## src/rtl/vga_fb_reader.sv

```systemverilog
// ---------------------------------------------------------------------------
// vga_fb_reader
//   Scans a 320x240 RGB444 frame buffer out to a 640x480 VGA timing grid.
//   Each stored pixel is shown as a 2x2 block. Sync and blank are delayed
//   by two clocks so they line up with the pixel data: one clock for the
//   address register and one clock for the frame buffer read latency.
//
// Ports
//   clk           pixel clock; also clocks the frame buffer read port
//   reset_n       asynchronous active-low reset
//   filter_select 1 = grayscale output, 0 = colour passthrough
//   rdaddress     frame buffer read address (row-major, 320 words per row)
//   rddata        frame buffer read data {R,G,B} 4 bits each, valid one
//                 clock after rdaddress
//   vga_hs/vga_vs active-low sync outputs
//   vga_blank_n   high while the visible area is being output
//   vga_r/g/b     8-bit pixel colour, forced to 0 while blanked
//   frame_start   one-clock pulse when the counters pass h=0, v=0; it is
//                 registered alongside rdaddress, not delayed to the output
// ---------------------------------------------------------------------------
module vga_fb_reader #(
  parameter int H_ACTIVE = 640,
  parameter int H_FP     = 16,
  parameter int H_SYNC   = 96,
  parameter int H_BP     = 48,
  parameter int V_ACTIVE = 480,
  parameter int V_FP     = 10,
  parameter int V_SYNC   = 2,
  parameter int V_BP     = 33
) (
  input  logic        clk,
  input  logic        reset_n,
  input  logic        filter_select,
  output logic [16:0] rdaddress,
  input  logic [11:0] rddata,
  output logic        vga_hs,
  output logic        vga_vs,
  output logic        vga_blank_n,
  output logic [7:0]  vga_r,
  output logic [7:0]  vga_g,
  output logic [7:0]  vga_b,
  output logic        frame_start
);

  localparam int H_TOTAL = H_ACTIVE + H_FP + H_SYNC + H_BP;
  localparam int V_TOTAL = V_ACTIVE + V_FP + V_SYNC + V_BP;
  localparam int HW      = $clog2(H_TOTAL);
  localparam int VW      = $clog2(V_TOTAL);

  localparam logic [HW-1:0] H_ACT_C  = HW'(H_ACTIVE);
  localparam logic [HW-1:0] H_LAST_C = HW'(H_TOTAL - 1);
  localparam logic [HW-1:0] HS_BEG_C = HW'(H_ACTIVE + H_FP);
  localparam logic [HW-1:0] HS_END_C = HW'(H_ACTIVE + H_FP + H_SYNC);
  localparam logic [VW-1:0] V_ACT_C  = VW'(V_ACTIVE);
  localparam logic [VW-1:0] V_LAST_C = VW'(V_TOTAL - 1);
  localparam logic [VW-1:0] VS_BEG_C = VW'(V_ACTIVE + V_FP);
  localparam logic [VW-1:0] VS_END_C = VW'(V_ACTIVE + V_FP + V_SYNC);

  // Row pitch of the frame buffer in words.
  localparam logic [16:0] ROW_PITCH = 17'd320;

  // Counter stage
  logic [HW-1:0] h_cnt_q, h_cnt_d;
  logic [VW-1:0] v_cnt_q, v_cnt_d;
  // Address of the first word of the buffer row for the current line;
  // stepping it by ROW_PITCH every second line avoids a multiplier.
  logic [16:0]   row_base_q, row_base_d;
  logic          in_active;

  // Stage 1: address register plus timing signals for the same position
  logic [16:0]   rdaddress_q, rdaddress_d;
  logic          frame_start_q, frame_start_d;
  logic          hs1_q, hs1_d;
  logic          vs1_q, vs1_d;
  logic          blank1_q, blank1_d;

  // Stage 2: timing signals aligned with rddata
  logic          hs2_q, hs2_d;
  logic          vs2_q, vs2_d;
  logic          blank2_q, blank2_d;

  // Colour path
  logic [5:0]    luma_sum;
  logic [3:0]    luma;

  always_comb begin
    in_active  = (h_cnt_q < H_ACT_C) && (v_cnt_q < V_ACT_C);

    h_cnt_d    = h_cnt_q + 1'b1;
    v_cnt_d    = v_cnt_q;
    row_base_d = row_base_q;
    if (h_cnt_q == H_LAST_C) begin
      h_cnt_d = '0;
      if (v_cnt_q == V_LAST_C) begin
        v_cnt_d    = '0;
        row_base_d = '0;
      end else begin
        v_cnt_d = v_cnt_q + 1'b1;
        // Leaving an odd line moves on to the next buffer row.
        if (v_cnt_q[0] && (v_cnt_q < V_ACT_C)) begin
          row_base_d = row_base_q + ROW_PITCH;
        end
      end
    end

    // Outside the visible area the address simply holds.
    rdaddress_d = rdaddress_q;
    if (in_active) begin
      rdaddress_d = row_base_q + 17'(h_cnt_q >> 1);
    end

    frame_start_d = (h_cnt_q == '0) && (v_cnt_q == '0);
    hs1_d         = !((h_cnt_q >= HS_BEG_C) && (h_cnt_q < HS_END_C));
    vs1_d         = !((v_cnt_q >= VS_BEG_C) && (v_cnt_q < VS_END_C));
    blank1_d      = in_active;

    hs2_d         = hs1_q;
    vs2_d         = vs1_q;
    blank2_d      = blank1_q;
  end

  always_ff @(posedge clk or negedge reset_n) begin
    if (!reset_n) begin
      h_cnt_q       <= '0;
      v_cnt_q       <= '0;
      row_base_q    <= '0;
      rdaddress_q   <= '0;
      frame_start_q <= 1'b0;
      hs1_q         <= 1'b1;
      vs1_q         <= 1'b1;
      blank1_q      <= 1'b0;
      hs2_q         <= 1'b1;
      vs2_q         <= 1'b1;
      blank2_q      <= 1'b0;
    end else begin
      h_cnt_q       <= h_cnt_d;
      v_cnt_q       <= v_cnt_d;
      row_base_q    <= row_base_d;
      rdaddress_q   <= rdaddress_d;
      frame_start_q <= frame_start_d;
      hs1_q         <= hs1_d;
      vs1_q         <= vs1_d;
      blank1_q      <= blank1_d;
      hs2_q         <= hs2_d;
      vs2_q         <= vs2_d;
      blank2_q      <= blank2_d;
    end
  end

  // The RGB stage is combinational on rddata, which the frame buffer
  // already registers, so filter_select acts on the pixel currently shown.
  always_comb begin
    luma_sum = {2'b00, rddata[11:8]} + {1'b0, rddata[7:4], 1'b0} + {2'b00, rddata[3:0]};
    luma     = luma_sum[5:2];
    vga_r    = 8'h00;
    vga_g    = 8'h00;
    vga_b    = 8'h00;
    if (blank2_q) begin
      if (filter_select) begin
        vga_r = {luma, luma};
        vga_g = {luma, luma};
        vga_b = {luma, luma};
      end else begin
        vga_r = {rddata[11:8], rddata[11:8]};
        vga_g = {rddata[7:4], rddata[7:4]};
        vga_b = {rddata[3:0], rddata[3:0]};
      end
    end
  end

  assign rdaddress   = rdaddress_q;
  assign frame_start = frame_start_q;
  assign vga_hs      = hs2_q;
  assign vga_vs      = vs2_q;
  assign vga_blank_n = blank2_q;

endmodule

```

## config.mk

```make
export PLATFORM = sky130hd
export DESIGN_NAME = vga_fb_reader
export DESIGN_NICKNAME = d
export VERILOG_FILES = /design/src/rtl/vga_fb_reader.sv
export SDC_FILE = /design/constraint.sdc
export NUM_CORES = 1
export LEC_CHECK = 0
export CORE_AREA = 5 5 95 97
export DETAILED_ROUTE_END_ITERATION = 12
export DIE_AREA = 0 0 100 102
export DONT_BUFFER_PORTS = 1
export PLACE_DENSITY = 0.66
export SYNTH_ARGS = -nofsm -noshare
export SYNTH_HDL_FRONTEND = slang
export SYNTH_SLANG_ARGS = --single-unit
```

## constraint.sdc

```tcl
create_clock -name clk -period 3.08 [get_ports clk]
set_input_delay 0.308 -clock clk [delete_from_list [all_inputs] [get_ports clk]]
set_output_delay 0.308 -clock clk [all_outputs]
set_load 0.01 [all_outputs]
```

==> results of run 1 <==
per-stage QoR:
step | hold WS (ps) | power, mW | setup slack [ps] | util (%)
detailed placement | 17.1 | 0.859 | 426 | 39.1
CTS | 367 | 1.29 | 406 | 40.7
global placement | 17.0 | 0.856 | 503 | 39.1
finish | 364 | 1.26 | 413 | 40.7
global route | 370 | 1.33 | 331 | 40.7
floorplan | 12.4 | 0.882 | 504 | -
what timing repair did:
item	in CTS	in global routing
buffers inserted	0	0
endpoints found under the hold margin	55	0
resized for setup	0	0
hold buffers	2	0
cell type report:
| type | instances | area, µm² | area share (%) |
|---|---|---|---|
| Inverter | 15 | 56.3 | 1.72 |
| Timing Repair Buffer | 4 | 52.6 | 1.61 |
| Multi-Input combinational cell | 232 | 1560 | 47.7 |
| Clock inverter | 3 | 22.5 | 0.688 |
| Clock buffer | 5 | 68.8 | 2.10 |
| Sequential cell | 55 | 1380 | 42.2 |
| Tap cell | 105 | 131 | 4.01 |
state kept, by name, indices dropped and copies added, names as in the netlist:
| signal | count |
|---|---|
| hs1_q | 1 |
| rdaddress | 17 |
| blank1_q | 1 |
| vga_hs | 1 |
| vga_blank_n | 1 |
| vga_vs | 1 |
| h_cnt_q | 10 |
| vs1_q | 1 |
| v_cnt_q | 10 |
| row_base_q | 11 |
| frame_start | 1 |
cell usage after synthesis (all sizes together), types with 4 or more instances:
cell	number
dfstp	4
o21ai	39
o21a	5
o31ai	4
a31oi	6
ha	11
nand4	6
nor3	7
clkbuf	9
a21oi	9
nand3	14
mux2	6
dfrtp	51
nor2	22
inv	15
xor2	6
xnor2	15
nand2b	5
buf	17
and3	4
nand2	33
fa	4
or3	4
layer usage:
layer	up-vias	track usage, %
met3	9	2.66
li1	1105	-
met4	0	4.87
met5	-	0
met2	74	20.1
met1	1105	17.0
worst paths after layout:
| check | startpoint | to | cells after the start |
|---|---|---|---|
| worst max-delay path | rddata[2] | vga_g[6] | 7 |
| worst min-delay path | blank1_q | vga_blank_n | 0 |
| worst max register to register | h_cnt_q[8] | rdaddress[15] | 6 |
| worst min register to register | blank1_q | vga_blank_n | 0 |
| max in group asynchronous | reset_n | vga_hs | 2 |
| min in group asynchronous | reset_n | row_base_q[15] | 2 |
power by group through the flow:
stage                     Clock [mW]  Combinational [mW]  Sequential, mW
after floorplan                    0               0.146           0.736
after global placement             0               0.120           0.736
after detailed placement           0               0.123           0.736
after CTS                      0.422               0.144           0.722
after global routing           0.445               0.159           0.722
final                          0.401               0.141           0.722
kinds of logic (layout without fill, tap and decap cells):
family          after synthesis  in the layout  synth area share, %
compound gates               76             76                 14.6
xor+xnor                     21             21                 5.83
fa+ha+maj                    15             15                 6.90
buf+inv                      41             27                 6.71
flops                        55             55                 43.8
mux                           7              7                 2.58
simple gates                113            113                 19.5
==> results by stage, run 1 <==
Run status:
- The run finished with clean final reports.

Worst setup path:
- The slowest stage of the critical path is the sky130_fd_sc_hd__fa_1 cell.
- The worst stage delay on the critical path is 500 ps.
- The minimum setup slack among reg-to-reg paths is 970 ps.
- The signal on the critical path passes through fa_1, ha_1, and4b_1, o2111ai_1, o31ai_1, a311o_1, nor2_1.
- For the worst setup path, the data required time is 2770 ps.
- The type of element capturing the critical path is an output pin.
- Broken down by cell family, the worst path's largest delay share belongs to adder cells.
- Data arrives at the worst endpoint at 2360 ps.
- The buffering stage count on the worst path with inverters included is 0.
- The kind of critical path is in2out.
- In this run the worst path has a maximum fanout of 3.
- The element type at the critical path start is an input pin.

Final layout:
- The number of fillers in the final layout is 801.
- After routing the design area is 0.00327 mm².
- The number of nets in the finished design is 343.
- The relative area change from synthesis to final layout is 3.81%.
- The final instance count without filler cells is 419.
- The antenna diode count is 0.
- The ratio of cells with drive above 1 in the final layout is 9.87%.
- The library cell used most frequently in the layout, excluding fill and tap cells, is sky130_fd_sc_hd__dfrtp_1.
- In the layout the commonest cells are sky130_fd_sc_hd__dfrtp_1 (51), sky130_fd_sc_hd__o21ai_0 (38), sky130_fd_sc_hd__nand2_1 (33).

Route:
- In the final routing, the length of wire on met1 measures 2.75 mm.
- The uppermost signal routing layer after detailed routing is met4.
- The remaining antenna violation count after routing is 0.
- In the final routed layout, each cell accounts on average for 14.8 µm.
- Dividing the detail-routed via count by the number of cells gives 5.47.
- The final routed DRC violation total is 0.
- The length of routed met2 wiring is 2.87 mm.
- Across all layers, the routed design uses 2293 vias.
- Wire segments on met3 add up to 477 µm in the final route.
- Summed over all layers, the routed wires come to 6.20 mm.
- The pre-antenna-repair detailed-routing pass consisted of 4 iterations.
- In this run, the number of DRC markers left after iteration 0 of detailed routing was 94.

Floorplanning:
- The number of I/O pins is 60.
- The die is 100 µm wide.
- For this configuration, the core starts out at a cell density of 39.2%.
- From bottom edge to top edge, the die measures 102 µm.
- The placement row count is 33.
- The core region is 0.00805 mm².
- The floorplan step defined a die boundary enclosing 0.0102 mm².

Clocking:
- The TritonCTS sink count is 55.
- The H-tree was split into 2 levels.
- TritonCTS built the clock tree.
- The maximum buffer depth of the clock tree is 2.
- Clock-pin slew was measured on the worst setup and hold paths at 110 ps.
- The tree is rooted in a sky130_fd_sc_hd__clkbuf_8.
- The total clock buffers created by CTS is 5.
- The insertion delay of the later-clocked pin in the worst-skew pair is 310 ps.

GRT:
- The number of antenna violations at the first check in global routing was 0.
- Global routing used 12.6% of the available tracks.
- The remaining global-route overflow is 0.
- The global-route wire length before repair is 10.6 mm.
- Entering global routing, the biggest net connects 56 pins.
- The number of global-route vias before repair is 2227.

Synth:
- The synthesized design devotes to its leading area cell type 40.5% of total area.
- Summed over all instances, the cell type with the most area after synthesis is sky130_fd_sc_hd__dfrtp_1.
- Counting flops with an async set or reset pin after synthesis yields a share of 100%.
- In the synthesized netlist the dominant register cell turns out to be sky130_fd_sc_hd__dfrtp_1.
- The Yosys step of the flow raised 0 warnings.
- The post-synthesis cell type count is 51.
- The synthesized netlist occupies a cell area of 0.00315 mm².
- When the netlist entered floorplanning its net count stood at 358.
- After synthesis the netlist holds a flip-flop and latch count of 55.
- Of the synthesized area, sequential elements account for 43.8%.
- The average size of a mapped cell is 9.61 µm².
- After synthesis, the cell types taking the most area are sky130_fd_sc_hd__dfrtp_1 (40%), sky130_fd_sc_hd__o21ai_0 (6.0%), sky130_fd_sc_hd__ha_1 (4.4%), sky130_fd_sc_hd__xnor2_1 (4.2%), sky130_fd_sc_hd__nand2_1 (3.9%).
- The number of synthesized flops with an enable pin is 0.
- Synthesis handed over a netlist of 328 instances.

Timing:
- Setup repair after global routing left no endpoint under its margin.
- The timing-limited maximum frequency is 0.375 GHz.
- The hold violation total from the final report came to 0.
- The clock tree skew after final layout is 14.4 ps.
- The number of endpoints failing setup at the final stage is 0.
- The worst-case headroom to the max-slew limit is 42.9%.
- The final period utilization is 86.6%.
- Setup total negative slack on the finished layout was measured at 0 ps.
- Subtracting the final worst setup slack from the clock period gives 2670 ps.
- At the pin with the least slew margin, the transition time is 854 ps.
- The max-slew violation total from the final report is 0.

Power:
- The largest vdd supply drop is 143 µV.
- For this design the total switching power over the nets is 333 µW.
- The internal power is 931 µW.
- The clock network fraction of total power is 31.7%.
- The power density over the cells is 386 mW/mm².
- Combinational cells account for 11.2% of the total power.
- The leakage power is 1.36 nW.
- Sequential cells account for 57.1% of the total power.
- Net switching is 26.3% of the power.

Placed design:
- The number of input and output port buffers inserted is 0.
- The half-perimeter wire length after placement is 4.45 mm.
- At the end of routability-driven placement, the weighted congestion stood at 0.839.
- Once placement finished, the instance area stood at 0.00314 mm².
- The total instance count after detailed placement is 409.

Run:
- The max-capacitance violation count is 0.

Min path:
- The worst min-delay path category is reg2reg.
Note: power is estimated with default switching activity, not from simulation.
==> run 2, diff against run 1 <==
--- a/config.mk
+++ b/config.mk
@@ -9,6 +9,7 @@
 export DETAILED_ROUTE_END_ITERATION = 12
 export DIE_AREA = 0 0 100 102
 export DONT_BUFFER_PORTS = 1
+export GPL_TIMING_DRIVEN = 0
 export PLACE_DENSITY = 0.66
 export SYNTH_ARGS = -nofsm -noshare
 export SYNTH_HDL_FRONTEND = slang
==> run 2 against run 1 <==
  * Critical path depth grew 1
  * Sequential power is essentially flat
  * Register-to-register slack lost 40 ps
  * Clock power shrank 3%
  * Global-route usage grew 1.1 points
  * Design area grew 4.1%
  * Total power grew 2.5%
  * Sequential cell count is the same
  * Via count grew 3.7%
  * Critical endpoint is now vga_b[6]
  * Largest cell class unchanged
  * Largest power group unchanged
==> results by stage, run 2 (synthesis results as in run 1) <==
Final layout:
- The number of nets in the finished design was 367 (was 343).
- Most frequent cells in the layout: sky130_fd_sc_hd__dfrtp_1 (51), sky130_fd_sc_hd__o21ai_0 (38), sky130_fd_sc_hd__nand2_1 (33) (unchanged).
- The number of fillers in the final layout is 791 (was 801).
- The antenna diode count is 0 (unchanged).
- The leading cell type in the layout, fill and taps excluded is sky130_fd_sc_hd__dfrtp_1 (unchanged).
- The flip-flop count of the largest register, all copies and words added is 17 (unchanged).
- The ratio of cells with drive above 1 in the final layout was 13.3% (was 9.87%).
- The relative area change from synthesis to final layout was 8.06% (was 3.81%).

Floorplanning:
- The die span in x came to 100 µm (unchanged).
- The vertical extent of the die is 102 µm (unchanged).
- The die area is 0.0102 mm² (unchanged).
- The initial cell density of the core was 39.2% (unchanged).
- The placement row count is 33 (unchanged).
- The core box area is 0.00805 mm² (unchanged).
- The number of I/O pins is 60 (unchanged).

Clocking:
- The total clock buffers created by CTS was 5 (unchanged).
- The post-CTS resize count is 0 (unchanged).
- The root buffer selected by CTS is sky130_fd_sc_hd__clkbuf_8 (unchanged).
- The H-tree level count is 2 (unchanged).
- The TritonCTS sink count is 55 (unchanged).
- The insertion delay of the later-clocked pin in the worst-skew pair came to 310 ps (about the same).
- The clock tree from TritonCTS is built (unchanged).
- The maximum buffer depth of the clock tree came to 2 (unchanged).
- The clock-pin slew of the registers on the worst-case setup and hold paths was 100 ps (was 110 ps).

Route:
- The mean routed wirelength per cell was 14.9 µm (was 14.8 µm).
- The iteration-0 DRC count of the detailed router is 100 (was 94).
- The via count normalized by instance count came to 5.37 (was 5.47).
- The overall routed net length is 6.61 mm (was 6.20 mm).
- The final routed DRC violation total is 0 (unchanged).
- The via total after detailed routing is 2377 (was 2293).
- The first-pass iteration count of the detailed router is 4 (unchanged).
- The remaining antenna violation count after routing is 0 (unchanged).

Placed design:
- The number of input and output port buffers inserted came to 0 (unchanged).
- The half-perimeter wire length after placement is 5.04 mm (was 4.45 mm).
- The worst setup slack before clock tree synthesis is 322 ps (was 426 ps).
- The weighted congestion reported at the end of routability-driven placement came to 0.878 (was 0.839).

Power:
- The power density over the cells came to 380 mW/mm² (was 386 mW/mm²).
- The clock network fraction of total power was 29.9% (was 31.7%).
- The part of the total power dissipated in sequential elements is 55.7% (was 57.1%).
- The largest vdd supply drop is 137 µV (was 143 µV).
- The fraction of power consumed by combinational cells came to 14.4% (was 11.2%).
- The switching portion of total power is 26.0% (was 26.3%).
- The leakage power is 1.44 nW (was 1.36 nW).
- The reported net switching power is 337 µW (was 333 µW).
- The internal power is 959 µW (was 931 µW).

Timing:
- The worst setup slack after layout is 322 ps (was 413 ps).
- Setup repair after global routing missed its margin: false (unchanged).
- The actual transition at the worst max-transition pin came to 621 ps (was 854 ps).
- The final period utilization is 89.6% (was 86.6%).
- The clock tree skew after final layout is 10.7 ps (was 14.4 ps).
- The accumulated negative setup slack was 0 ps (unchanged).
- The worst-case headroom to the max-slew limit is 58.6% (was 42.9%).
- The hold violation total from the final report is 0 (unchanged).
- The minimum clock period after layout is 2760 ps (was 2670 ps).
- The number of endpoints failing setup at the final stage is 0 (unchanged).
- The timing-limited maximum frequency was 0.363 GHz (was 0.375 GHz).
- The max-slew violation total from the final report is 0 (unchanged).
- The worst-case hold slack is 355 ps (was 364 ps).

Worst setup path:
- The type of element capturing the critical path is an output pin (unchanged).
- The maximum net fanout on the critical path is 3 (unchanged).
- The kind of critical path is in2out (unchanged).
- The element type at the critical path start is an input pin (unchanged).
- The startpoint of the most critical setup path is rddata[2] (unchanged).
- The data arrival time of the worst path came to 2450 ps (was 2360 ps).
- The required time reported for the critical path endpoint is 2770 ps (about the same).
- The startpoint of the lowest-slack register-to-register path was h_cnt_q[8] (unchanged).

Run:
- The max-capacitance violation count came to 0 (unchanged).

Run status:
- Result of the run: completed (unchanged).

GRT:
- The maximum number of pins on one net before global-route repair is 56 (unchanged).
- The remaining global-route overflow is 0 (unchanged).
- The overall track demand over capacity in global routing is 13.7% (was 12.6%).
- The number of global-route vias before repair was 2369 (was 2227).
- The global-route wire length before repair is 11.3 mm (was 10.6 mm).
- The number of antenna violations at the first check in global routing was 0 (unchanged).

Min path:
- The critical hold path startpoint is blank1_q (unchanged).
- The worst min-delay path category is reg2reg (unchanged).
==> run 2: cell type report <==
type                       instances  area (µm²)  share of cell area (%)
timing repair buffer               2        37.5                    1.10
buffer                            26         155                    4.55
sequential                        55        1380                    40.5
clock inverter                     2        12.5                   0.367
multi-input combinational        232        1560                    45.8
inverter                          15        56.3                    1.65
tap                              105         131                    3.86
clock buffer                       6        72.6                    2.13
==> run 2: through the flow <==
| step | utilization [%] | cells | power, mW | cell area [µm²] |
|---|---|---|---|---|
| final | 42.3 | 443 | 1.30 | 3410 |
| after global routing | 42.3 | 443 | 1.37 | 3410 |
| after CTS | 42.3 | 443 | 1.32 | 3410 |
| after detailed placement | 40.8 | 433 | 0.905 | 3280 |
| after global placement | 40.8 | 433 | 0.902 | 3280 |
| after floorplan | - | 328 | 0.882 | 3150 |
==> run 2: power groups by stage <==
stage | registers [mW] | logic [mW] | clock network [mW]
after floorplan | 0.736 | 0.146 | 0
final | 0.722 | 0.186 | 0.388
after global routing | 0.722 | 0.207 | 0.437
after global placement | 0.736 | 0.166 | 0
after detailed placement | 0.736 | 0.169 | 0
after CTS | 0.722 | 0.190 | 0.409
==> run 2: per-layer routing <==
layer	vias to the layer above	track usage, %	wire length (µm)	share of wire (%)
met5	-	0	0	0
met4	0	4.35	102	1.5
met3	13	3.55	472	7.1
met2	59	22.3	3110	47
met1	1152	18.0	2930	44
li1	1153	-	-	-
==> run 2: worst paths after layout <==
check | endpoint | slack [ps] | cells after the start
worst max register to register | rdaddress[16] | 930 | 6
worst min-delay path | vga_blank_n | 360 | 0
worst min register to register | vga_blank_n | 360 | 0
worst max-delay path | vga_b[6] | 320 | 8
min in group asynchronous | v_cnt_q[6] | 500 | 2
max in group asynchronous | vga_hs | 2290 | 2
==> run 2: worst max-delay path, cell delays in order <==
cell and delay, ps:
sky130_fd_sc_hd__fa_1 510, sky130_fd_sc_hd__ha_1 310, sky130_fd_sc_hd__and4b_1 220, sky130_fd_sc_hd__o2111ai_1 180
sky130_fd_sc_hd__o31ai_1 90, sky130_fd_sc_hd__a311o_1 370, sky130_fd_sc_hd__nor2_1 270, sky130_fd_sc_hd__buf_4 180
==> run 2: timing repair <==
| action | CTS | global route |
|---|---|---|
| hold endpoints to repair | 55 | 0 |
| setup endpoints to repair | 0 | 0 |
| setup buffers | 0 | 0 |
| hold buffers | 2 | 0 |
